==> src/rtl/mem_access_stage.sv <==
// Memory stage: effective-address generation, one req/ack data-memory transaction,
// load lane alignment/extension, and one-cycle write-back / exception pulses.
module mem_access_stage #(
  parameter int ADDR_W  = 32,
  parameter int TIMEOUT = 255
) (
  input  logic              clk,
  input  logic              reset,
  input  logic              op_valid,
  output logic              op_ready,
  input  logic              op_is_store,
  input  logic [1:0]        op_size,
  input  logic              op_unsigned,
  input  logic [63:0]       op_base,
  input  logic [11:0]       op_offset,
  input  logic [63:0]       op_store_data,
  input  logic [4:0]        op_rd,
  output logic              mem_req,
  output logic              mem_we,
  output logic [ADDR_W-1:0] mem_addr,
  output logic [63:0]       mem_wdata,
  output logic [7:0]        mem_wstrb,
  input  logic              mem_ack,
  input  logic [63:0]       mem_rdata,
  output logic              wb_valid,
  output logic [4:0]        wb_reg,
  output logic [63:0]       wb_data,
  output logic              exc_valid,
  output logic [1:0]        exc_cause
);

  // state | meaning
  // IDLE  | ready for a new operation
  // WAIT  | mem_req held, waiting for mem_ack or timeout
  // RESP  | write-back cycle after the ack
  typedef enum logic [1:0] {IDLE, WAIT, RESP} state_t;

  localparam int CNT_W = (TIMEOUT > 1) ? $clog2(TIMEOUT) : 1;
  localparam logic [CNT_W-1:0] CNT_LOAD = CNT_W'(TIMEOUT - 1);

  state_t           state;
  logic [CNT_W-1:0] cnt;
  logic             q_store;
  logic             q_unsigned;
  logic [1:0]       q_size;
  logic [4:0]       q_rd;
  logic [2:0]       q_off;

  logic [63:0] ea_full;
  logic [2:0]  ea_off;
  logic        misaligned;
  logic [7:0]  size_mask;
  logic [63:0] lane;
  logic [63:0] load_val;
  logic        unused_ea;

  // Upper sum bits beyond ADDR_W are simply discarded, giving the modulo wrap.
  assign ea_full   = op_base + 64'($signed(op_offset));
  assign ea_off    = ea_full[2:0];
  assign unused_ea = ^ea_full;
  assign op_ready  = (state == IDLE);

  always_comb begin
    misaligned = 1'b0;
    size_mask  = 8'h01;
    case (op_size)
      2'b01: begin misaligned = ea_off[0];     size_mask = 8'h03; end
      2'b10: begin misaligned = |ea_off[1:0];  size_mask = 8'h0F; end
      2'b11: begin misaligned = |ea_off;       size_mask = 8'hFF; end
      default: begin misaligned = 1'b0;        size_mask = 8'h01; end
    endcase
  end

  assign lane = mem_rdata >> {q_off, 3'b000};

  always_comb begin
    load_val = lane;
    case (q_size)
      2'b00: load_val = q_unsigned ? {56'd0, lane[7:0]}  : {{56{lane[7]}},  lane[7:0]};
      2'b01: load_val = q_unsigned ? {48'd0, lane[15:0]} : {{48{lane[15]}}, lane[15:0]};
      2'b10: load_val = q_unsigned ? {32'd0, lane[31:0]} : {{32{lane[31]}}, lane[31:0]};
      default: load_val = lane;
    endcase
  end

  always_ff @(posedge clk or posedge reset) begin
    if (reset) begin
      state      <= IDLE;
      cnt        <= '0;
      q_store    <= 1'b0;
      q_unsigned <= 1'b0;
      q_size     <= 2'b00;
      q_rd       <= 5'd0;
      q_off      <= 3'd0;
      mem_req    <= 1'b0;
      mem_we     <= 1'b0;
      mem_addr   <= '0;
      mem_wdata  <= '0;
      mem_wstrb  <= '0;
      wb_valid   <= 1'b0;
      wb_reg     <= 5'd0;
      wb_data    <= '0;
      exc_valid  <= 1'b0;
      exc_cause  <= 2'b00;
    end else begin
      wb_valid  <= 1'b0;
      exc_valid <= 1'b0;
      exc_cause <= 2'b00;
      case (state)
        IDLE: begin
          if (op_valid) begin
            if (misaligned) begin
              exc_valid <= 1'b1;
              exc_cause <= 2'b01;
            end else begin
              state      <= WAIT;
              cnt        <= CNT_LOAD;
              q_store    <= op_is_store;
              q_unsigned <= op_unsigned;
              q_size     <= op_size;
              q_rd       <= op_rd;
              q_off      <= ea_off;
              mem_req    <= 1'b1;
              mem_we     <= op_is_store;
              mem_addr   <= {ea_full[ADDR_W-1:3], 3'b000};
              mem_wdata  <= op_is_store ? (op_store_data << {ea_off, 3'b000}) : 64'd0;
              mem_wstrb  <= op_is_store ? (size_mask << ea_off) : 8'd0;
            end
          end
        end
        WAIT: begin
          // An ack on the final allowed cycle takes priority over the timeout.
          if (mem_ack) begin
            mem_req <= 1'b0;
            state   <= RESP;
            if (!q_store && q_rd != 5'd0) begin
              wb_valid <= 1'b1;
              wb_reg   <= q_rd;
              wb_data  <= load_val;
            end
          end else if (cnt == '0) begin
            mem_req   <= 1'b0;
            exc_valid <= 1'b1;
            exc_cause <= 2'b10;
            state     <= IDLE;
          end else begin
            cnt <= cnt - 1'b1;
          end
        end
        RESP:    state <= IDLE;
        default: state <= IDLE;
      endcase
    end
  end

endmodule
==> config.mk <==
export PLATFORM = sky130hd
export DESIGN_NAME = mem_access_stage
export DESIGN_NICKNAME = d
export VERILOG_FILES = /design/src/rtl/mem_access_stage.sv
export SDC_FILE = /design/constraint.sdc
export NUM_CORES = 1
export LEC_CHECK = 0
export ABC_AREA = 1
export CAP_MARGIN = 20
export CORE_ASPECT_RATIO = 1.75
export CORE_MARGIN = 4
export CORE_UTILIZATION = 42
export CTS_CLUSTER_DIAMETER = 100
export DETAILED_ROUTE_END_ITERATION = 10
export PLACE_DENSITY = 0.72
export SYNTH_ARGS = -nofsm -noshare
export SYNTH_HDL_FRONTEND = slang
export SYNTH_SLANG_ARGS = --single-unit
export TNS_END_PERCENT = 20
==> constraint.sdc <==
create_clock -name clk -period 9.65 [get_ports clk]
set_clock_uncertainty 0.1 [all_clocks]
set_input_delay 0.965 -clock clk [delete_from_list [all_inputs] [get_ports clk]]
set_output_delay 0.965 -clock clk [all_outputs]
set_load 0.01 [all_outputs]
==> impl_metrics.tcl <==
set metrics [dict create \
    syn_area_um2 13750 \
    syn_inst 2110 \
    synth_top_cell_area_share_pct 35.85 \
    worstSkewPairLatency_ns 0.46 \
    nNetsFinal 2640 \
    path_clk_slew_ns 0.08 \
    maxSlewViolCount 0 \
    gp_congestion 1.023 \
    reg2reg_depth 11 \
    yosys.cell_types.count 43 \
    crit_chain "clkdlybuf4s50_1 -> ha_2 -> inv_1 -> fa_2 -> buf_4 -> inv_2 -> buf_4 -> nor2_8 -> nand2_2 -> nand3_2 -> nand2_2 -> nor2_4 -> buf_4 -> inv_4 -> buf_4 -> o21ai_0" \
    grt_pass1_vias 14560 \
    period_share_pct 53.27 \
    areaGrowthSynthToFinish_pct 31.63 \
    status "completed" \
    drt_wl_total_mm 53.06 \
    cts.hold.buffers_added 0 \
    max_clock_freq_mhz 194.5 \
    reg2reg_from "q_off[0]" \
    async_reset_ff_share_pct 100.0 \
    fin_crit_ns 5.140 \
    post-route-util_pct 55.99 \
    detail_route.wl_per_cell_um 18.93 \
    slowest_stage "fa_2" \
    tns_ns 0 \
    cts.path.max_buffers 2 \
    grt_pass1_wl_mm 80.11 \
    cp-end-kind "flop" \
    grt_usage_pct 29.09 \
    hold_path_class "reg -> reg" \
    port_buffers 361 \
    cap_viol_max_count 0 \
    dieArea_um2 35820 \
    setup_viol 0 \
    drive_gt1_share_pct 4.869 \
    yosysTopAreaCell "dfrtp_1" \
    ir_worst_vdd_mv 0.1517 \
    diodes 0 \
    routed_via_density 5.311 \
    post-place-ws_ns 4.027 \
    rrSetupSlack_ns 5.95 \
    netlist_top_cells_area "dfrtp_1, nand2_1, o21ai_0, inv_1, nand3_1" \
    cts_repair_resize_count 0 \
    path_class "in -> reg" \
    final_antenna_net_count 0 \
    fin_cells 2803 \
    power.density_nw_per_um2 269.0 \
    slew_headroom_pct 27.31 \
    rsz0062_at_grt "false" \
    dp_cells 2770 \
    synth_ff_type "dfrtp_1" \
    synth_seq_area_share_pct 35.85 \
    synth.top_cells.by_count "nand2_1, inv_1, dfrtp_1, o21ai_0, nor2_1" \
    grt_max_degree 116 \
    cts_buffers 17 \
    io_pins 397 \
    finalHoldViolCount 0 \
    hold_depth 2 \
    totalPowerFinal_mw 4.869 \
    clk_root_buffer_cell "clkbuf_16" \
    rows 87 \
    path_max_fanout 107 \
    ys_ff_latch 197 \
    synth_edf_count 0 \
    vias 14890 \
    avgSynthCellArea_um2 6.518 \
    tightest_slew_ns 1.090 \
    reg_top3 "mem_wdata: 64 flops, wb_data: 64 flops, mem_addr: 29 flops" \
    initial_core_util_pct 42.54 \
    first_pass_iters 5 \
    r2r_end "wb_data[22]" \
    timing.final.ws_setup_ns 4.510 \
    place_hpwl_mm 40.51 \
    crit_top_cell "buf_4" \
    cts_tree "done" \
    yosysMostFrequentCell "nand2_1" \
    die_w_um 144.8 \
    overflow 0 \
    p_leak_nw 9.022 \
    ys_warn_count 0 \
    required_ns 9.92 \
    cpPeakStageDelay_ns 0.51 \
    clock_sink_count 197 \
    core_area_um2 32330 \
    crit_buf_inv 8 \
    min-delay-start "mem_addr[28]" \
    post-cts-setup-buffers 0 \
    drc 0 \
    crit_family "buffers and inverters" \
    htreeDepth 4 \
    drt_iter0_markers 774 \
    min_to "mem_addr[28]" \
    start_kind "input pin" \
    arrival_ns 5.41 \
    die_h_um 247.4 \
    antenna_found_initial 0 \
]
## layout by cell type (no fill, tap or decap), types with 31 or more instances in the layout
master / instances
a21oi_1: 72
inv_1: 250
nor2_1: 150
ha_1: 31
clkdlybuf4s50_1: 361
nand2_1: 729
or2_2: 44
o21ai_0: 193
nand4_1: 36
dfrtp_1: 197
nand3_1: 138
## through the flow
stage	hold slack [ns]	cell area (µm²)
2_1_floorplan	0.3729	13760
3_3_place_gp	0.3625	17470
3_5_place_dp	0.3637	17470
4_1_cts	0.3829	18070
5_1_grt	0.4045	18100
6_report	0.3805	18100
## layer usage
layer,part of all wire (%),wire length (µm),vias to the layer above,GRT usage [%]
met4,7.5,3963,0,19.38
li1,-,-,7289,-
met2,50,26560,625,51.51
met1,35,18460,6834,29.88
met3,7.7,4078,138,6.805
met5,0,0,-,0
## tightest hold or removal path: stages (launching register included)
cell	delay, ns
dfrtp_1	0.34
nand2_1	0.06
nand2_1	0.05
## cell type report
cell class	count	area [µm²]
timing repair buffer	381	3784
tap	400	500.5
multi-input combinational	1534	7297
fill	3207	14230
inverter	259	982.2
clock inverter	14	178.9
sequential	197	4930
clock buffer	18	429.2
## how the worst max path moves through the flow
stage / from / end / depth (start not counted)
2_1_floorplan: reset / cnt[0] / 1
3_3_place_gp: op_base[0] / mem_wdata[20] / 17
3_5_place_dp: op_base[0] / mem_addr[5] / 16
4_1_cts: op_base[0] / mem_addr[5] / 16
5_1_grt: op_offset[0] / mem_addr[5] / 16
6_report: op_base[0] / mem_addr[5] / 16
## kinds of logic (layout without fill, tap and decap cells)
family          count (synthesis)  in the layout  synth area share, %
simple gates                 1123           1123                33.96
buf+inv                       381            672                11.20
compound gates                350            350                14.23
flops                         197            197                35.85
fa+ha+maj                      33             33                3.057
xor+xnor                       15             15               0.9553
mux                            10             10               0.7279
other cells                     1              3              0.02727
## report_power, final
part | switching [mW] | total, mW | internal [mW] | leakage (nW)
sequential | 0.218 | 1.40 | 1.18 | 2.45
combinational | 1.60 | 2.72 | 1.12 | 6.28
clock | 0.379 | 0.754 | 0.375 | 0.289
total | 2.20 | 4.87 | 2.67 | 9.02
(Power assumes the default switching activity.)
